File: src/rtl/rect_scan_if.sv
// rect_scan_if: request/pixel bundle between a scan requester and rect_scan_gen
//   master drives start, fullScreen, xInit, yInit, width, height, ready, abort
//   slave  drives x, y, addr, valid, plot, busy, done
interface rect_scan_if #(
    parameter int X_W = 8,
    parameter int Y_W = 7,
    parameter int A_W = 15
);
    logic           start;
    logic           fullScreen;
    logic [X_W-1:0] xInit;
    logic [Y_W-1:0] yInit;
    logic [X_W-1:0] width;
    logic [Y_W-1:0] height;
    logic           ready;
    logic           abort;
    logic [X_W-1:0] x;
    logic [Y_W-1:0] y;
    logic [A_W-1:0] addr;
    logic           valid;
    logic           plot;
    logic           busy;
    logic           done;

    modport master (
        output start, fullScreen, xInit, yInit, width, height, ready, abort,
        input  x, y, addr, valid, plot, busy, done
    );

    modport slave (
        input  start, fullScreen, xInit, yInit, width, height, ready, abort,
        output x, y, addr, valid, plot, busy, done
    );
endinterface

File: src/rtl/rect_scan_gen.sv
// rect_scan_gen: row-major pixel scanner over a rectangle or the full screen
//   clk    : rising-edge clock
//   resetn : asynchronous active-low reset
//   bus    : rect_scan_if.slave -- start/fullScreen/xInit/yInit/width/height
//            request, ready/abort flow control, x/y/addr/valid/plot/busy/done out
module rect_scan_gen #(
    parameter int X_W      = 8,
    parameter int Y_W      = 7,
    parameter int SCREEN_W = 160,
    parameter int SCREEN_H = 120,
    parameter int A_W      = 15
) (
    input logic         clk,
    input logic         resetn,
    rect_scan_if.slave  bus
);
    typedef enum logic [1:0] {IDLE, SCAN, DONE} state_t;

    localparam logic [X_W:0]   SW_WIDE = (X_W+1)'(SCREEN_W);
    localparam logic [Y_W:0]   SH_WIDE = (Y_W+1)'(SCREEN_H);
    localparam logic [X_W-1:0] SW_N    = X_W'(SCREEN_W);
    localparam logic [Y_W-1:0] SH_N    = Y_W'(SCREEN_H);

    state_t         state;
    logic [X_W-1:0] x0, w, col, ncol, sx0, sw, xr;
    logic [Y_W-1:0] y0, h, row, nrow, sy0, sh, yr;
    logic [X_W:0]   nx;
    logic [Y_W:0]   ny;
    logic [A_W-1:0] addr;
    logic           valid, plot, busy, done, last_col;

    // Parameters of a new request, with full-screen overriding the rectangle
    assign sx0 = bus.fullScreen ? '0 : bus.xInit;
    assign sy0 = bus.fullScreen ? '0 : bus.yInit;
    assign sw  = bus.fullScreen ? SW_N : bus.width;
    assign sh  = bus.fullScreen ? SH_N : bus.height;

    // Next scan position; coordinates are one bit wider so off-screen
    // pixels past the X_W/Y_W range are still recognised as clipped
    assign last_col = col == w - X_W'(1);
    assign ncol     = last_col ? '0 : col + X_W'(1);
    assign nrow     = last_col ? row + Y_W'(1) : row;
    assign nx       = {1'b0, x0} + {1'b0, ncol};
    assign ny       = {1'b0, y0} + {1'b0, nrow};

    function automatic logic on_screen(input logic [X_W:0] px, input logic [Y_W:0] py);
        return px < SW_WIDE && py < SH_WIDE;
    endfunction

    always_ff @(posedge clk or negedge resetn) begin
        if (!resetn) begin
            state <= IDLE;
            x0    <= '0;
            y0    <= '0;
            w     <= '0;
            h     <= '0;
            col   <= '0;
            row   <= '0;
            xr    <= '0;
            yr    <= '0;
            addr  <= '0;
            valid <= 1'b0;
            plot  <= 1'b0;
            busy  <= 1'b0;
            done  <= 1'b0;
        end else begin
            case (state)
                IDLE: if (bus.start) begin
                    x0   <= sx0;
                    y0   <= sy0;
                    w    <= sw;
                    h    <= sh;
                    col  <= '0;
                    row  <= '0;
                    addr <= '0;
                    xr   <= sx0;
                    yr   <= sy0;
                    busy <= 1'b1;
                    if (sw != '0 && sh != '0) begin
                        state <= SCAN;
                        valid <= 1'b1;
                        plot  <= on_screen({1'b0, sx0}, {1'b0, sy0});
                    end else begin
                        state <= DONE;
                        done  <= 1'b1;
                    end
                end
                SCAN: if (bus.abort) begin
                    state <= IDLE;
                    valid <= 1'b0;
                    plot  <= 1'b0;
                    busy  <= 1'b0;
                end else if (bus.ready) begin
                    if (last_col && row == h - Y_W'(1)) begin
                        state <= DONE;
                        valid <= 1'b0;
                        plot  <= 1'b0;
                        done  <= 1'b1;
                    end else begin
                        col  <= ncol;
                        row  <= nrow;
                        xr   <= nx[X_W-1:0];
                        yr   <= ny[Y_W-1:0];
                        addr <= addr + A_W'(1);
                        plot <= on_screen(nx, ny);
                    end
                end
                DONE: begin
                    state <= IDLE;
                    done  <= 1'b0;
                    busy  <= 1'b0;
                end
                default: state <= IDLE;
            endcase
        end
    end

    assign bus.x     = xr;
    assign bus.y     = yr;
    assign bus.addr  = addr;
    assign bus.valid = valid;
    assign bus.plot  = plot;
    assign bus.busy  = busy;
    assign bus.done  = done;
endmodule

File: src/flat_wrapper.sv
// flat-port wrapper written by rule: the top's interface ports become plain ports
module rect_scan_gen_flat 
#(
    parameter int X_W      = 8,
    parameter int Y_W      = 7,
    parameter int SCREEN_W = 160,
    parameter int SCREEN_H = 120,
    parameter int A_W      = 15
)
  (clk, resetn, bus_start, bus_fullScreen, bus_xInit, bus_yInit, bus_width, bus_height, bus_ready, bus_abort, bus_x, bus_y, bus_addr, bus_valid, bus_plot, bus_busy, bus_done);
  rect_scan_if #(.X_W(X_W), .Y_W(Y_W), .A_W(A_W)) bus_i ();
  input logic clk;
  input logic resetn;
  input wire logic [$bits(bus_i.start)-1:0] bus_start;
  input wire logic [$bits(bus_i.fullScreen)-1:0] bus_fullScreen;
  input wire logic [$bits(bus_i.xInit)-1:0] bus_xInit;
  input wire logic [$bits(bus_i.yInit)-1:0] bus_yInit;
  input wire logic [$bits(bus_i.width)-1:0] bus_width;
  input wire logic [$bits(bus_i.height)-1:0] bus_height;
  input wire logic [$bits(bus_i.ready)-1:0] bus_ready;
  input wire logic [$bits(bus_i.abort)-1:0] bus_abort;
  output wire logic [$bits(bus_i.x)-1:0] bus_x;
  output wire logic [$bits(bus_i.y)-1:0] bus_y;
  output wire logic [$bits(bus_i.addr)-1:0] bus_addr;
  output wire logic [$bits(bus_i.valid)-1:0] bus_valid;
  output wire logic [$bits(bus_i.plot)-1:0] bus_plot;
  output wire logic [$bits(bus_i.busy)-1:0] bus_busy;
  output wire logic [$bits(bus_i.done)-1:0] bus_done;
  assign bus_i.start = bus_start;
  assign bus_i.fullScreen = bus_fullScreen;
  assign bus_i.xInit = bus_xInit;
  assign bus_i.yInit = bus_yInit;
  assign bus_i.width = bus_width;
  assign bus_i.height = bus_height;
  assign bus_i.ready = bus_ready;
  assign bus_i.abort = bus_abort;
  assign bus_x = bus_i.x;
  assign bus_y = bus_i.y;
  assign bus_addr = bus_i.addr;
  assign bus_valid = bus_i.valid;
  assign bus_plot = bus_i.plot;
  assign bus_busy = bus_i.busy;
  assign bus_done = bus_i.done;
  rect_scan_gen #(.X_W(X_W), .Y_W(Y_W), .SCREEN_W(SCREEN_W), .SCREEN_H(SCREEN_H), .A_W(A_W)) u_core (.clk(clk), .resetn(resetn), .bus(bus_i));
endmodule
File: config.mk
export PLATFORM = sky130hd
export DESIGN_NAME = rect_scan_gen_flat
export DESIGN_NICKNAME = d
export VERILOG_FILES = /design/src/rtl/rect_scan_if.sv /design/src/rtl/rect_scan_gen.sv /design/src/flat_wrapper.sv
export SDC_FILE = /design/constraint.sdc
export NUM_CORES = 1
export LEC_CHECK = 0
export CAP_MARGIN = 25
export CORE_ASPECT_RATIO = 1.4
export CORE_MARGIN = 4
export CORE_UTILIZATION = 45
export DETAILED_ROUTE_END_ITERATION = 8
export DONT_BUFFER_PORTS = 1
export GPL_ROUTABILITY_DRIVEN = 0
export GPL_TIMING_DRIVEN = 0
export PLACE_DENSITY = 0.59
export SYNTH_ARGS = -nofsm -noshare
export SYNTH_HDL_FRONTEND = slang
export SYNTH_SLANG_ARGS = --single-unit
File: constraint.sdc
create_clock -name clk -period 4.6 [get_ports clk]
set_input_delay 0.46 -clock clk [delete_from_list [all_inputs] [get_ports clk]]
set_output_delay 0.46 -clock clk [all_outputs]
set_load 0.05 [all_outputs]
# Yosys cells after proc, flatten, opt, wreduce, memory -nomap -nowiden
# Cells that the tools add are included.
[word_totals]
regBits = 81
latchBits = 0
ram_bits = 0
mem_bits_ro = 0
output_inout_bits = 34
word_cells = 113
mem_count = 0
[classes]
n_addsub = 7
n_mul = 0
div_mod_pow = 0
order_cmp = 4
eq_ne = 14
n_shift = 0
n_mux = 58
bitwise = 0
reduce_logical = 16
[op_table]
columns = ["operator", "n"]
rows = [
  ["$mux 8", 11],
  ["$mux 7", 11],
  ["$mux 15", 4],
  ["$pmux 8 s2", 2],
  ["$pmux 15 s2", 1],
  ["$pmux 7 s2", 2],
  ["$mux 1", 17],
  ["$add 15x1->15 const B", 1],
  ["$ne 2x2->1 const B", 6],
  ["$mux 2", 5],
  ["$reduce_and 5->1", 2],
  ["$add 8x8->9", 1],
  ["$lt 9x8->1 const B", 1],
  ["$add 7x7->8", 1],
  ["$add 8x1->8 const B", 1],
  ["$eq 8x8->1", 1],
  ["$lt 8x7->1 const B", 1],
  ["$lt 8x8->1 const B", 1],
  ["$reduce_bool 8->1", 1],
  ["$sub 8x1->8 const B", 1],
  ["$add 7x1->7 const B", 1],
  ["$eq 7x7->1", 1],
  ["$lt 7x7->1 const B", 1],
  ["$reduce_bool 7->1", 1],
  ["17 further kinds", 24],
]

# Depth between registers and ports, before layout
# Gate-level depths: netlist of run 1.
[logic_depth]
word_depth = 10
mapped_depth = 21
ltp_nobuf = 18

# Worst setup path after synthesis of run 1
# OpenSTA, ideal clock, no wires.
[synth_timing]
kind = "flip-flop to flip-flop"
start = "register u_core.w[0]"
end = "register u_core.plot (netlist: u_core.bus.plot)"
setup_time_ps = 64
t_arrival_ps = 3799
t_required_ps = 4536
setup_slack_ps = 737
path_stages_with_launch = 20
path_cell_list = "dfrtp_1 > buf_2 > inv_1 > ha_1 > xor2_1 > o211ai_1 > a211o_1 > nor3_4 > and2_1 > buf_4 > buf_6 > nor2_1 > ha_1 > a21oi_1 > a21oi_1 > mux2_2 > nor4_1 > nor3_1 > nor4_1 > a31o_2"
[synth_between]
elab_chain_len = 10
[synth_rtl]
columns = ["element", "line_no", "text"]
rows = [
  ["start, declared", "rect_scan_gen.sv:25", "logic [X_W-1:0] x0, w, col, ncol, sx0, sw, xr;"],
  ["start signal, assigned", "rect_scan_gen.sv:71", "w <= sw;"],
  ["$sub 8x1->8 (*)", "rect_scan_gen.sv:40", "assign last_col = col == w - X_W'(1);"],
  ["$eq 8x8->1 (*)", "rect_scan_gen.sv:40", ""],
  ["$mux 8 or $mux 7 (tied branches)", "rect_scan_gen.sv:41, rect_scan_gen.sv:42", ""],
  ["$add 8x8->9 or $add 7x7->8 (tied branches)", "rect_scan_gen.sv:43, rect_scan_gen.sv:44", ""],
  ["$lt 9x8->1 or $lt 8x7->1 (tied branches)", "rect_scan_gen.sv:47", "return px < SW_WIDE && py < SH_WIDE;"],
  ["$logic_and 1x1->1", "rect_scan_gen.sv:47", ""],
  ["$mux 1 (*)", "rect_scan_gen.sv:94", "if (last_col && row == h - Y_W'(1)) begin"],
  ["$mux 1 (*)", "rect_scan_gen.sv:93", "end else if (bus.ready) begin"],
  ["$mux 1 (*)", "rect_scan_gen.sv:88", "SCAN: if (bus.abort) begin"],
  ["$pmux 1 s2 (*)", "rect_scan_gen.sv:67", "case (state)"],
  ["end signal, assigned", "rect_scan_gen.sv:82", "plot <= on_screen({1'b0, sx0}, {1'b0, sy0});"],
  ["end signal, assigned", "rect_scan_gen.sv:105", "plot <= on_screen(nx, ny);"],
  ["end, declared", "rect_scan_gen.sv:30", "logic valid, plot, busy, done, last_col;"],
]
# Every way passes the cells marked *; elsewhere a longest branch is shown, timed or not. The select of a mux whose other input is x is not followed.
# A chain may end at the register's enable or synchronous reset.

# Final worst setup path of run 1
# Same ends and word-level chain as after synthesis.

==> results of run 1 <==
## layer usage
metal,GRT usage,share of wire,up-vias
met4,0.07947,0.022,0
met5,0,0,-
met1,0.3082,0.42,2436
met3,0.03737,0.063,29
li1,-,-,2368
met2,0.3962,0.50,187
## kinds of logic after synthesis
| logic type | after synthesis |
|---|---|
| xor+xnor | 40 |
| compound gates | 158 |
| simple gates | 260 |
| mux | 16 |
| flops | 81 |
| buf+inv | 65 |
| fa+ha+maj | 28 |
## worst max path at each step
stage | slack (ns) | end | depth (start not counted)
after floorplan | 0.74 | u_core.bus.plot | 19
after global placement | 0.19 | u_core.bus.plot | 19
after detailed placement | 0.05 | u_core.bus.plot | 19
after CTS | 0.01 | u_core.bus.plot | 19
after global routing | 0.05 | u_core.bus.plot | 20
final | 0.26 | u_core.bus.plot | 20
## sequential cells by signal, summed over array words and instances, names as in the netlist
signal / count
u_core.h: 7
u_core.row: 7
u_core.bus.y: 7
u_core.bus.x: 8
u_core.y0: 7
u_core.bus.addr: 15
u_core.bus.done: 1
u_core.bus.plot: 1
u_core.w: 8
u_core.bus.valid: 1
u_core.bus.busy: 1
u_core.state: 2
u_core.col: 8
u_core.x0: 8
## through the flow
stage	std cells	worst slack (ns)	utilization	total power [W]	area [um^2]
3_5_place_dp	798	0.04677	0.4720	0.003291	5811
4_1_cts	815	0.01380	0.5021	0.004168	6182
3_3_place_gp	798	0.1870	0.4720	0.003243	5811
5_1_grt	817	0.04658	0.5047	0.004436	6213
2_1_floorplan	648	0.7367	-	0.002770	5623
6_report	817	0.2566	0.5047	0.004177	6213
## area by class of cell
cell class              instances  area (um^2)  share of cell area
well taps                     150        187.7             0.03021
inverters                      17        63.81             0.01027
multi-input cells             502         3312              0.5330
clock buffers                  10        229.0             0.03685
plain buffers                  48        236.5             0.03806
flip-flops and latches         81         2027              0.3262
clock inverters                 6        115.1             0.01853
repair buffers                  3        42.54            0.006847
## where the power goes
group          switching (W)  total [W]  leakage, nW  internal (W)
clock network       0.000319   0.000853        0.163      0.000534
registers           0.000493    0.00143         1.06      0.000936
logic                0.00118    0.00190         1.54      0.000710
total                0.00200    0.00418         2.76       0.00218
## timing repair
| item | CTS | global route |
|---|---|---|
| hold buffers | 1 | 0 |
| hold endpoints to repair | 81 | 0 |
| setup endpoints to repair | 0 | 1 |
| setup buffers | 0 | 2 |
| gates resized for setup | 0 | 3 |
## cells in the final DEF, fill, tap and decap left out, types with 7 or more instances in the layout
| cell type | count |
|---|---|
| sky130_fd_sc_hd__buf_2 | 12 |
| sky130_fd_sc_hd__clkbuf_1 | 29 |
| sky130_fd_sc_hd__a21o_1 | 7 |
| sky130_fd_sc_hd__nand4_1 | 11 |
| sky130_fd_sc_hd__nor2_1 | 39 |
| sky130_fd_sc_hd__xor2_1 | 13 |
| sky130_fd_sc_hd__nand3_1 | 17 |
| sky130_fd_sc_hd__nor4_1 | 7 |
| sky130_fd_sc_hd__nor2b_1 | 7 |
| sky130_fd_sc_hd__dfrtp_1 | 81 |
| sky130_fd_sc_hd__and3_1 | 18 |
| sky130_fd_sc_hd__nor3_1 | 13 |
| sky130_fd_sc_hd__nand2_1 | 108 |
| sky130_fd_sc_hd__inv_1 | 17 |
| sky130_fd_sc_hd__mux2_2 | 12 |
| sky130_fd_sc_hd__clkbuf_16 | 9 |
| sky130_fd_sc_hd__o211ai_1 | 12 |
| sky130_fd_sc_hd__a21oi_1 | 22 |
| sky130_fd_sc_hd__o21ai_0 | 51 |
| sky130_fd_sc_hd__ha_1 | 26 |
| sky130_fd_sc_hd__xnor2_1 | 27 |
==> results_tabular.tex, run 1 <==
\begin{tabular}{lr}
\hline
Metric & Value \\
\hline
\multicolumn{2}{l}{\textbf{Die}} \\
\quad DIE AREA & 14370 um\^{}2 \\
\quad FP Rows & 48 \\
\quad Ports placed on the boundary & 70 \\
\quad Die X-Extent & 102.5 um \\
\quad Die Ht & 140.3 um \\
\quad Initial cell density of the core & 0.4567 \\
\quad Core ar. & 12310 um\^{}2 \\
\multicolumn{2}{l}{\textbf{Routing}} \\
\quad DR DRC count & 0 \\
\quad Drt total wl & 16690 um \\
\quad Vias after detailed routing & 5020 \\
\quad Avg Vias per Cell & 6.144 \\
\quad Avg WL per Cell & 20.42 um \\
\quad Drt first-iter violations & 290 \\
\quad Drt first pass iters & 7 \\
\quad Number of nets still failing antenna checks after routing & 0 \\
\multicolumn{2}{l}{\textbf{Timing}} \\
\quad Final period util & 0.9442 \\
\quad Transition time at the pin with the least slew margin & 0.7410 ns \\
\quad Tightest hold margin & 0.01744 ns \\
\quad Clock skew & 0.009701 ns \\
\quad Total count of max-transition violations in the final report & 0 \\
\quad Number of setup violations in the final report & 0 \\
\quad Max-slew headroom & 0.5042 \\
\quad Total negative setup slack & 0 ns \\
\quad Final hold vios & 0 \\
\quad Max Freq & 0.2302 GHz \\
\quad RSZ-0062 raised after global routing & no \\
\quad Fin crit period & 4.343 ns \\
\multicolumn{2}{l}{\textbf{Pwr}} \\
\quad Worst vdd ir & 0.3352 mV \\
\quad Reported leakage power & 2.764 nW \\
\quad Power density over cell area & 672.2 nW/um\^{}2 \\
\multicolumn{2}{l}{\textbf{Critical path}} \\
\quad Startpoint of the most critical setup path & u\_core.w[0] \\
\quad Critical Path Slowest Stage Cell & sky130\_fd\_sc\_hd\_\_fa\_1 \\
\quad Data required, critical path & 4.90 ns \\
\quad R2R Path Start & u\_core.w[0] \\
\quad Number of cells traversed by the worst register-to-register path & 20 \\
\quad Crit-path cells & buf\_2 > inv\_1 > ha\_1 > xor2\_1 > o211ai\_1 > a211o\_1 > nor3\_4 > and2\_1 > buf\_4 > buf\_6 > nor2\_1 > ha\_1 > fa\_1 > a21oi\_1 > nand2\_1 > mux2\_2 > nor4\_2 > nor3\_1 > nor4\_2 > a31o\_2 \\
\quad CP max stage delay & 0.42 ns \\
\quad Register-to-register setup slack & 0.26 ns \\
\quad Cell family with the largest share of critical-path delay & simple AND/OR/NAND/NOR gates \\
\quad Reg-to-Reg End & u\_core.bus.plot \\
\quad CP Launch Type & flip-flop \\
\quad Maximum fanout along the worst path & 10 \\
\quad Capturing element type of the critical path & flip-flop \\
\quad Worst path bufs/invs & 4 \\
\quad CP Class & flip-flop to flip-flop \\
\quad Arrival @ worst endpoint & 4.64 ns \\
\multicolumn{2}{l}{\textbf{Global routing}} \\
\quad Via count of the first global-routing pass & 4807 \\
\quad Pin count of the biggest net entering global routing & 82 \\
\quad Global-route usage over all layers & 0.2370 \\
\quad First-pass GRT wire length & 26120 um \\
\quad Antenna violations before repair & 0 \\
\quad Overflow left after global routing & 0 \\
\multicolumn{2}{l}{\textbf{Synth}} \\
\quad Synth warnings & 0 \\
\quad Average cell area after synthesis & 8.677 um\^{}2 \\
\quad Synth cell count leaders & 108 x sky130\_fd\_sc\_hd\_\_nand2\_1, 81 x sky130\_fd\_sc\_hd\_\_dfrtp\_1, 51 x sky130\_fd\_sc\_hd\_\_o21ai\_0, 39 x sky130\_fd\_sc\_hd\_\_nor2\_1, 28 x sky130\_fd\_sc\_hd\_\_clkbuf\_1 \\
\quad Area fraction of the dominant cell type after synthesis & 0.3605 \\
\quad Synthesized cell area & 5623 um\^{}2 \\
\quad Async set-reset flop share out of synthesis & 1.000 \\
\quad Most instantiated flip-flop cell in the synthesis netlist & sky130\_fd\_sc\_hd\_\_dfrtp\_1 \\
\quad Post-synth EDFFs & 0 \\
\quad Dominant combinational cell family by area after synthesis & simple AND/OR/NAND/NOR gates \\
\quad Number of instances in the synthesized netlist & 648 \\
\quad Most common cell in the synthesized netlist & sky130\_fd\_sc\_hd\_\_nand2\_1 \\
\quad Post-synthesis sequential area ratio & 0.3605 \\
\quad Leading cell types by total area after synthesis & sky130\_fd\_sc\_hd\_\_dfrtp\_1 36\%, sky130\_fd\_sc\_hd\_\_nand2\_1 7.2\%, sky130\_fd\_sc\_hd\_\_ha\_1 5.8\% \\
\quad Number of register bits inferred by synthesis & 81 \\
\quad Synth Area in Adders & 0.06498 \\
\quad Distinct cell type count of the synthesized netlist & 73 \\
\quad Simple-gate share of the synthesized area & 0.2350 \\
\quad Cell accounting for the most synthesized area & sky130\_fd\_sc\_hd\_\_dfrtp\_1 \\
\quad Xor-xnor portion of the synthesized cell area & 0.06231 \\
\quad Synth Net Count & 712 \\
\quad Share of synthesized area spent on multiplexers & 0.03138 \\
\quad Synthesized-area fraction occupied by ao, oa, aoi and oai cells & 0.1925 \\
\multicolumn{2}{l}{\textbf{Status}} \\
\quad Status & complete, no violations \\
\multicolumn{2}{l}{\textbf{Clock tree}} \\
\quad CTS sink count & 81 \\
\quad H-tree depth reported by CTS & 3 \\
\quad Clock-pin transition on the worst setup and hold timing paths & 0.07 ns \\
\quad Worst skew pair latency & 0.35 ns \\
\quad Clock tree from TritonCTS & yes \\
\quad Clock root buffer & sky130\_fd\_sc\_hd\_\_clkbuf\_16 \\
\quad Clock buffers created by TritonCTS & 9 \\
\quad Buffer levels on the longest clock path & 2 \\
\multicolumn{2}{l}{\textbf{Flow run}} \\
\quad Number of max-cap violations & 0 \\
\multicolumn{2}{l}{\textbf{Layout}} \\
\quad Fin nets & 726 \\
\quad Count of antenna diodes in the layout & 0 \\
\quad Share of final-layout standard cells stronger than drive strength 1 & 0.1064 \\
\quad Fill cell count & 1162 \\
\quad Area growth from synthesis to layout & 10.50\% \\
\multicolumn{2}{l}{\textbf{Hold path}} \\
\quad Worst Hold Class & primary input to asynchronous set/reset pin \\
\multicolumn{2}{l}{\textbf{Placement}} \\
\quad PortBufs & 0 \\
\quad Total half-perimeter wirelength after legalization and detailed placement & 12250 um \\
\hline
\end{tabular}
Power figures use the tool's default switching activity.
==> run 2: changes to the inputs <==
--- a/config.mk
+++ b/config.mk
@@ -14,6 +14,7 @@
 export GPL_ROUTABILITY_DRIVEN = 0
 export GPL_TIMING_DRIVEN = 0
 export PLACE_DENSITY = 0.59
+export REMOVE_ABC_BUFFERS = 1
 export SYNTH_ARGS = -nofsm -noshare
 export SYNTH_HDL_FRONTEND = slang
 export SYNTH_SLANG_ARGS = --single-unit
==> run 2 against run 1 <==
Compared with the run above:
- register-to-register slack better by 0.16 ns
- die area stayed put
- combinational power is 7% lower
- sequential share of layout area is 0.83 points higher
- setup slack better by 0.16 ns
- sequential power hardly changed
- core utilization is 1.3 points lower
==> results_tabular.tex, run 2 (same netlist as run 1, synthesis figures left out) <==
\begin{tabular}{lr}
\hline
Metric & Value \\
\hline
\multicolumn{2}{l}{\textbf{Pwr}} \\
\quad Worst vdd ir & 0.2785 mV (was 0.3352 mV) \\
\quad Part of the power in registers & 0.361 (was 0.342) \\
\quad Switching part of the total power & 0.4667 (was 0.4779) \\
\quad Internal & 0.002137 W (was 0.002181 W) \\
\quad Combinational Power Share & 0.442 (was 0.454) \\
\quad Power density over cell area & 661.3 nW/um\^{}2 (was 672.2 nW/um\^{}2) \\
\quad Clk network pwr share & 0.197 (was 0.204) \\
\quad Reported leakage power & 2.685 nW (was 2.764 nW) \\
\quad Switching Power & 0.001870 W (was 0.001996 W) \\
\multicolumn{2}{l}{\textbf{Hold path}} \\
\quad Worst Hold Class & primary input to asynchronous set/reset pin (unchanged) \\
\multicolumn{2}{l}{\textbf{Layout}} \\
\quad Area growth from synthesis to layout & 7.766\% (was 10.50\%) \\
\quad Count of antenna diodes in the layout & 0 (unchanged) \\
\quad Most frequent cells in the layout & 106 x sky130\_fd\_sc\_hd\_\_nand2\_1, 81 x sky130\_fd\_sc\_hd\_\_dfrtp\_1, 51 x sky130\_fd\_sc\_hd\_\_o21ai\_0 (was 108 x sky130\_fd\_sc\_hd\_\_nand2\_1, 81 x sky130\_fd\_sc\_hd\_\_dfrtp\_1, 51 x sky130\_fd\_sc\_hd\_\_o21ai\_0) \\
\quad Number of flip-flops under the largest register name & 15 (unchanged) \\
\quad Register containing the most flip-flops in the final layout & u\_core.bus.addr (unchanged) \\
\quad Leading cell type in the layout, fill and taps excluded & sky130\_fd\_sc\_hd\_\_nand2\_1 (unchanged) \\
\quad Fin nets & 685 (was 726) \\
\quad Share of final-layout standard cells stronger than drive strength 1 & 0.09744 (was 0.1064) \\
\quad Final core utilization & 0.4922 (was 0.5047) \\
\quad Number of non-filler instances in the completed layout & 776 (was 817) \\
\multicolumn{2}{l}{\textbf{Die}} \\
\quad Ports placed on the boundary & 70 (unchanged) \\
\quad Core ar. & 12310 um\^{}2 (unchanged) \\
\quad Die X-Extent & 102.5 um (unchanged) \\
\quad FP Rows & 48 (unchanged) \\
\quad DIE AREA & 14370 um\^{}2 (unchanged) \\
\quad Die Ht & 140.3 um (unchanged) \\
\quad Initial cell density of the core & 0.4567 (unchanged) \\
\multicolumn{2}{l}{\textbf{Clock tree}} \\
\quad Clock-pin transition on the worst setup and hold timing paths & 0.06 ns (was 0.07 ns) \\
\quad CTS sink count & 81 (unchanged) \\
\quad Buffer levels on the longest clock path & 2 (unchanged) \\
\quad Clock tree from TritonCTS & yes (unchanged) \\
\quad Clock root buffer & sky130\_fd\_sc\_hd\_\_clkbuf\_16 (unchanged) \\
\quad Worst skew pair latency & 0.35 ns (about the same) \\
\quad Clock buffers created by TritonCTS & 9 (unchanged) \\
\quad H-tree depth reported by CTS & 3 (unchanged) \\
\multicolumn{2}{l}{\textbf{Routing}} \\
\quad Avg WL per Cell & 19.12 um (was 20.42 um) \\
\quad Avg Vias per Cell & 6.106 (was 6.144) \\
\quad Vias after detailed routing & 4738 (was 5020) \\
\quad Number of nets still failing antenna checks after routing & 0 (unchanged) \\
\quad Drt first-iter violations & 300 (was 290) \\
\quad Drt total wl & 14840 um (was 16690 um) \\
\quad Drt first pass iters & 5 (was 7) \\
\quad DR DRC count & 0 (unchanged) \\
\multicolumn{2}{l}{\textbf{Timing}} \\
\quad Number of setup violations in the final report & 0 (unchanged) \\
\quad Final hold vios & 0 (unchanged) \\
\quad Max-slew headroom & 0.3011 (was 0.5042) \\
\quad Total negative setup slack & 0 ns (unchanged) \\
\quad Total count of max-transition violations in the final report & 0 (unchanged) \\
\quad Fin crit period & 4.184 ns (was 4.343 ns) \\
\quad Clock skew & 0.01055 ns (was 0.009701 ns) \\
\quad Transition time at the pin with the least slew margin & 1.045 ns (was 0.7410 ns) \\
\quad Final WS setup & 0.4163 ns (was 0.2566 ns) \\
\quad RSZ-0062 raised after global routing & no (unchanged) \\
\quad Final period util & 0.9095 (was 0.9442) \\
\quad Max Freq & 0.2390 GHz (was 0.2302 GHz) \\
\multicolumn{2}{l}{\textbf{Critical path}} \\
\quad Reg-to-Reg End & u\_core.bus.plot (unchanged) \\
\quad Maximum fanout along the worst path & 7 (was 10) \\
\quad R2R Path Start & u\_core.w[0] (unchanged) \\
\quad Critical Path End & u\_core.bus.plot (unchanged) \\
\quad Number of cells traversed by the worst register-to-register path & 17 (was 20) \\
\quad Register-to-register setup slack & 0.42 ns (was 0.26 ns) \\
\quad Startpoint of the most critical setup path & u\_core.w[0] (unchanged) \\
\quad Crit-path cells & inv\_1 > ha\_1 > xor2\_1 > o211ai\_1 > a211o\_1 > nor3\_4 > nand2\_1 > nand2\_1 > inv\_1 > ha\_1 > nand3\_1 > a21oi\_4 > mux2\_2 > nor4\_1 > nor3\_1 > nor4\_1 > a31o\_2 (was buf\_2 > inv\_1 > ha\_1 > xor2\_1 > o211ai\_1 > a211o\_1 > nor3\_4 > and2\_1 > buf\_4 > buf\_6 > nor2\_1 > ha\_1 > fa\_1 > a21oi\_1 > nand2\_1 > mux2\_2 > nor4\_2 > nor3\_1 > nor4\_2 > a31o\_2) \\
\quad CP Class & flip-flop to flip-flop (unchanged) \\
\quad Arrival @ worst endpoint & 4.47 ns (was 4.64 ns) \\
\quad Worst path bufs/invs & 2 (was 4) \\
\quad Logic depth of the worst path, buffers included & 17 (was 20) \\
\quad Data required, critical path & 4.89 ns (was 4.90 ns) \\
\quad CP Launch Type & flip-flop (unchanged) \\
\quad Capturing element type of the critical path & flip-flop (unchanged) \\
\quad Critical Path Slowest Stage Cell & sky130\_fd\_sc\_hd\_\_dfrtp\_1 (was sky130\_fd\_sc\_hd\_\_fa\_1) \\
\quad Cell family with the largest share of critical-path delay & simple AND/OR/NAND/NOR gates (unchanged) \\
\quad CP max stage delay & 0.48 ns (was 0.42 ns) \\
\multicolumn{2}{l}{\textbf{Placement}} \\
\quad Total half-perimeter wirelength after legalization and detailed placement & 10380 um (was 12250 um) \\
\quad Cell count after placement & 753 (was 798) \\
\quad PortBufs & 0 (unchanged) \\
\quad Post-Place Worst Slack & -0.1086 ns (was 0.04677 ns) \\
\multicolumn{2}{l}{\textbf{Global routing}} \\
\quad Global-route usage over all layers & 0.2101 (was 0.2370) \\
\quad Via count of the first global-routing pass & 4613 (was 4807) \\
\quad Pin count of the biggest net entering global routing & 82 (unchanged) \\
\quad Antenna violations before repair & 0 (unchanged) \\
\quad First-pass GRT wire length & 23850 um (was 26120 um) \\
\quad Overflow left after global routing & 0 (unchanged) \\
\multicolumn{2}{l}{\textbf{Flow run}} \\
\quad Number of max-cap violations & 0 (unchanged) \\
\multicolumn{2}{l}{\textbf{Status}} \\
\quad Status & complete, no violations (unchanged) \\
\hline
\end{tabular}
run 2: cell types whose count changed in the layout (fill, tap and decap cells not counted), moves of 2 or more:
cell / before / now
sky130_fd_sc_hd__buf_6: 4 / 0
sky130_fd_sc_hd__nand2_2: 1 / 3
sky130_fd_sc_hd__nand2_1: 108 / 106
sky130_fd_sc_hd__nor4_1: 7 / 9
sky130_fd_sc_hd__clkinv_2: 0 / 2
sky130_fd_sc_hd__clkbuf_1: 29 / 1
sky130_fd_sc_hd__nor4_2: 3 / 1
sky130_fd_sc_hd__buf_2: 12 / 0
run 2: final cells by class:
class / instances / area [um^2]
fill: 1167 / 6252
multi-input combinational: 502 / 3324
sequential: 81 / 2027
clock buffer: 11 / 242.7
tap: 150 / 187.7
timing repair buffer: 10 / 135.1
clock inverter: 5 / 78.83
inverter: 17 / 63.81
run 2: through the flow:
stage                     instance area (um^2)  hold WS (ns)  total power (W)
after floorplan                           5386        0.1644         0.002659
after global placement                    5574        0.1679         0.003036
after detailed placement                  5649        0.1669         0.003190
after CTS                                 6000       0.03287         0.004021
after global routing                      6060       0.04787         0.004280
final                                     6060     0.0003272         0.004007
run 2: repair_timing:
action / in CTS / in global routing
pin swaps: 0 / 1
endpoints found under the hold margin: 81 / 0
setup endpoints to repair: 1 / 1
resized for setup: 1 / 4
hold buffers: 1 / 0
buffers inserted: 0 / 6
run 2: worst min path at each step:
| stage | start | to | cells after the start |
|---|---|---|---|
| after floorplan | resetn | u_core.bus.addr[0] | 0 |
| after detailed placement | resetn | u_core.bus.busy | 0 |
| final | resetn | u_core.bus.busy | 1 |
| after global placement | resetn | u_core.bus.busy | 0 |
| after CTS | resetn | u_core.bus.busy | 1 |
| after global routing | resetn | u_core.bus.y[5] | 1 |
run 2: worst register-to-register path: stages (launching register included):
cell and delay, ns:
sky130_fd_sc_hd__dfrtp_1 0.48, sky130_fd_sc_hd__inv_1 0.08, sky130_fd_sc_hd__ha_1 0.30, sky130_fd_sc_hd__xor2_1 0.15, sky130_fd_sc_hd__o211ai_1 0.10, sky130_fd_sc_hd__a211o_1 0.36, sky130_fd_sc_hd__nor3_4 0.27, sky130_fd_sc_hd__nand2_1 0.26
sky130_fd_sc_hd__nand2_1 0.17, sky130_fd_sc_hd__inv_1 0.09, sky130_fd_sc_hd__ha_1 0.28, sky130_fd_sc_hd__nand3_1 0.16, sky130_fd_sc_hd__a21oi_4 0.26, sky130_fd_sc_hd__mux2_2 0.36, sky130_fd_sc_hd__nor4_1 0.21, sky130_fd_sc_hd__nor3_1 0.11
sky130_fd_sc_hd__nor4_1 0.31, sky130_fd_sc_hd__a31o_2 0.19
run 2: power groups by stage:
stage               combinational (W)  sequential (W)  clock [W]
finish                        0.00177         0.00145   0.000788
global placement              0.00159         0.00145          0
detailed placement            0.00173         0.00146          0
global route                  0.00197         0.00148   0.000833
CTS                           0.00177         0.00145   0.000807
floorplan                     0.00128         0.00138          0
run 2: routing by layer:
layer	vias up	routed length [um]	track usage	share of wire
met4	0	204	0.05667	0.014
met5	-	0	0	0
li1	2279	-	-	-
met2	118	7597	0.3540	0.51
met3	12	748	0.04484	0.050
met1	2329	6289	0.2696	0.42
==> run 3: changes to the inputs <==
==> constraint.sdc (replaced) <==
create_clock -name clk -period 5 [get_ports clk]
set_input_delay 0.5 -clock clk [delete_from_list [all_inputs] [get_ports clk]]
set_output_delay 0.5 -clock clk [all_outputs]
set_load 0.05 [all_outputs]
==> run 3 against run 2 <==
Compared with the run above:
- setup slack improved by 0.099 ns
- highest routed layer unchanged
- largest cell class unchanged
- global-route usage did not move
- count of clock-buffer cells in the layout did not move
==> results_tabular.tex, run 3 (same netlist as run 1, synthesis figures left out) <==
\begin{tabular}{lr}
\hline
Metric & Value \\
\hline
\multicolumn{2}{l}{\textbf{Routing}} \\
\quad Vias after detailed routing & 4688 (was 4738) \\
\quad Drt total wl & 14750 um (was 14840 um) \\
\quad Drt first-iter violations & 299 (was 300) \\
\quad Avg Vias per Cell & 6.088 (was 6.106) \\
\quad Avg WL per Cell & 19.15 um (was 19.12 um) \\
\quad Number of nets still failing antenna checks after routing & 0 (unchanged) \\
\quad Drt first pass iters & 7 (was 5) \\
\quad DR DRC count & 0 (unchanged) \\
\multicolumn{2}{l}{\textbf{Critical path}} \\
\quad Maximum fanout along the worst path & 18 (was 7) \\
\quad CP Launch Type & flip-flop (unchanged) \\
\quad Register-to-register setup slack & 0.51 ns (was 0.42 ns) \\
\quad Critical Path Slowest Stage Cell & sky130\_fd\_sc\_hd\_\_dfrtp\_1 (unchanged) \\
\quad Crit-path cells & inv\_1 > ha\_1 > xor2\_1 > o211ai\_1 > a211o\_1 > nor3\_4 > and2\_2 > nor2\_1 > ha\_1 > nand2\_1 > a21oi\_1 > mux2\_2 > nor4\_1 > nor3\_1 > nor4\_1 > a31o\_2 (was inv\_1 > ha\_1 > xor2\_1 > o211ai\_1 > a211o\_1 > nor3\_4 > nand2\_1 > nand2\_1 > inv\_1 > ha\_1 > nand3\_1 > a21oi\_4 > mux2\_2 > nor4\_1 > nor3\_1 > nor4\_1 > a31o\_2) \\
\quad Worst path bufs/invs & 1 (was 2) \\
\quad Cell family with the largest share of critical-path delay & simple AND/OR/NAND/NOR gates (unchanged) \\
\quad Arrival @ worst endpoint & 4.77 ns (was 4.47 ns) \\
\quad Capturing element type of the critical path & flip-flop (unchanged) \\
\quad Data required, critical path & 5.29 ns (was 4.89 ns) \\
\quad CP max stage delay & 0.48 ns (about the same) \\
\quad CP Class & flip-flop to flip-flop (unchanged) \\
\multicolumn{2}{l}{\textbf{Global routing}} \\
\quad Global-route usage over all layers & 0.2101 (unchanged) \\
\quad Antenna violations before repair & 0 (unchanged) \\
\quad Overflow left after global routing & 0 (unchanged) \\
\quad Pin count of the biggest net entering global routing & 82 (unchanged) \\
\quad Via count of the first global-routing pass & 4613 (unchanged) \\
\quad First-pass GRT wire length & 23850 um (unchanged) \\
\multicolumn{2}{l}{\textbf{Hold path}} \\
\quad Worst Hold Class & primary input to asynchronous set/reset pin (unchanged) \\
\multicolumn{2}{l}{\textbf{Die}} \\
\quad Die Ht & 140.3 um (unchanged) \\
\quad Die X-Extent & 102.5 um (unchanged) \\
\quad FP Rows & 48 (unchanged) \\
\quad Initial cell density of the core & 0.4567 (unchanged) \\
\quad Core ar. & 12310 um\^{}2 (unchanged) \\
\quad DIE AREA & 14370 um\^{}2 (unchanged) \\
\quad Ports placed on the boundary & 70 (unchanged) \\
\multicolumn{2}{l}{\textbf{Timing}} \\
\quad Transition time at the pin with the least slew margin & 1.048 ns (was 1.045 ns) \\
\quad Max-slew headroom & 0.2993 (was 0.3011) \\
\quad Clock skew & 0.008189 ns (was 0.01055 ns) \\
\quad Final hold vios & 0 (unchanged) \\
\quad Final period util & 0.8970 (was 0.9095) \\
\quad RSZ-0062 raised after global routing & no (unchanged) \\
\quad Total count of max-transition violations in the final report & 0 (unchanged) \\
\quad Fin crit period & 4.485 ns (was 4.184 ns) \\
\quad Number of setup violations in the final report & 0 (unchanged) \\
\quad Max Freq & 0.2230 GHz (was 0.2390 GHz) \\
\multicolumn{2}{l}{\textbf{Layout}} \\
\quad Register containing the most flip-flops in the final layout & u\_core.bus.addr (unchanged) \\
\quad Area taken by flip-flops and latches & 2027 um\^{}2 (unchanged) \\
\quad Share of final-layout standard cells stronger than drive strength 1 & 0.08548 (was 0.09744) \\
\quad Number of non-filler instances in the completed layout & 770 (was 776) \\
\quad Count of antenna diodes in the layout & 0 (unchanged) \\
\quad Fin nets & 679 (was 685) \\
\quad Area growth from synthesis to layout & 6.698\% (was 7.766\%) \\
\quad Most frequent cells in the layout & 107 x sky130\_fd\_sc\_hd\_\_nand2\_1, 81 x sky130\_fd\_sc\_hd\_\_dfrtp\_1, 51 x sky130\_fd\_sc\_hd\_\_o21ai\_0 (was 106 x sky130\_fd\_sc\_hd\_\_nand2\_1, 81 x sky130\_fd\_sc\_hd\_\_dfrtp\_1, 51 x sky130\_fd\_sc\_hd\_\_o21ai\_0) \\
\quad Fill cell count & 1177 (was 1167) \\
\quad Area of the multi-input gates & 3309 um\^{}2 (was 3324 um\^{}2) \\
\quad Leading cell type in the layout, fill and taps excluded & sky130\_fd\_sc\_hd\_\_nand2\_1 (unchanged) \\
\quad Number of flip-flops under the largest register name & 15 (unchanged) \\
\multicolumn{2}{l}{\textbf{Clock tree}} \\
\quad Clock-pin transition on the worst setup and hold timing paths & 0.06 ns (about the same) \\
\quad Setup bufs post-CTS & 0 (unchanged) \\
\quad Clock buffers created by TritonCTS & 9 (unchanged) \\
\quad Worst skew pair latency & 0.35 ns (about the same) \\
\quad CTS sink count & 81 (unchanged) \\
\quad H-tree depth reported by CTS & 3 (unchanged) \\
\quad Clock tree from TritonCTS & yes (unchanged) \\
\quad Buffer levels on the longest clock path & 2 (unchanged) \\
\quad Clock root buffer & sky130\_fd\_sc\_hd\_\_clkbuf\_16 (unchanged) \\
\multicolumn{2}{l}{\textbf{Placement}} \\
\quad PortBufs & 0 (unchanged) \\
\quad Cell count after placement & 753 (unchanged) \\
\quad Total half-perimeter wirelength after legalization and detailed placement & 10380 um (unchanged) \\
\multicolumn{2}{l}{\textbf{Flow run}} \\
\quad Number of max-cap violations & 0 (unchanged) \\
\multicolumn{2}{l}{\textbf{Status}} \\
\quad Status & complete, no violations (unchanged) \\
\multicolumn{2}{l}{\textbf{Pwr}} \\
\quad Overall power of the completed layout & 0.003676 W (was 0.004007 W) \\
\quad Reported leakage power & 2.652 nW (was 2.685 nW) \\
\quad Worst vdd ir & 0.2607 mV (was 0.2785 mV) \\
\quad Power density over cell area & 612.7 nW/um\^{}2 (was 661.3 nW/um\^{}2) \\
\hline
\end{tabular}
run 3: worst reg2reg max path: stages (launching register included):
cell and delay (ns):
sky130_fd_sc_hd__dfrtp_1 0.48, sky130_fd_sc_hd__inv_1 0.08, sky130_fd_sc_hd__ha_1 0.30, sky130_fd_sc_hd__xor2_1 0.15
sky130_fd_sc_hd__o211ai_1 0.10, sky130_fd_sc_hd__a211o_1 0.36, sky130_fd_sc_hd__nor3_4 0.27, sky130_fd_sc_hd__and2_2 0.45
sky130_fd_sc_hd__nor2_1 0.14, sky130_fd_sc_hd__ha_1 0.37, sky130_fd_sc_hd__nand2_1 0.09, sky130_fd_sc_hd__a21oi_1 0.41
sky130_fd_sc_hd__mux2_2 0.39, sky130_fd_sc_hd__nor4_1 0.21, sky130_fd_sc_hd__nor3_1 0.11, sky130_fd_sc_hd__nor4_1 0.31
sky130_fd_sc_hd__a31o_2 0.20
run 3: cell type report:
class | count | area share
tap | 150 | 0.03128
clock inverter | 5 | 0.01314
sequential | 81 | 0.3379
clock buffer | 11 | 0.04046
multi-input combinational | 502 | 0.5516
inverter | 17 | 0.01064
timing repair buffer | 4 | 0.01502
run 3: per-layer routing:
layer	up-vias	wire length, um	GRT usage
met3	18	726	0.04484
met5	-	0	0
met2	117	7501	0.3540
met1	2286	6279	0.2696
met4	0	237	0.05667
li1	2267	-	-
run 3: final timing paths:
path,startpoint,depth (start not counted),to
worst max-delay path,u_core.w[0],16,u_core.bus.plot
worst min-delay path,resetn,1,u_core.bus.busy
worst max register to register,u_core.w[0],16,u_core.bus.plot
worst min register to register,u_core.x0[0],2,u_core.x0[0]
max in group asynchronous,resetn,1,u_core.state[0]
min in group clk,bus_width[4],2,u_core.w[4]
run 3: through the flow:
stage	instance area, um^2	util	TNS (ns)	hold slack, ns	worst slack (ns)
2_1_floorplan	5386	-	0	0.2044	1.063
3_3_place_gp	5574	0.4527	-1.605	0.2079	-0.2212
3_5_place_dp	5649	0.4588	0	0.2069	0.2914
4_1_cts	5998	0.4872	0	0.07287	0.2704
5_1_grt	6000	0.4873	0	0.08694	0.1519
6_report	6000	0.4873	0	0.04216	0.5148
run 3: what timing repair did:
action                                  in CTS  in global routing
endpoints found under the setup margin       0                  1
resized for setup                            0                  1
hold buffers                                 1                  0
endpoints found under the hold margin       81                  0
run 3: power by group:
part / leakage (nW) / internal [W] / switching, W
clock network: 0.159 / 0.000451 / 0.000278
logic: 1.43 / 0.000648 / 0.000971
registers: 1.06 / 0.000862 / 0.000466
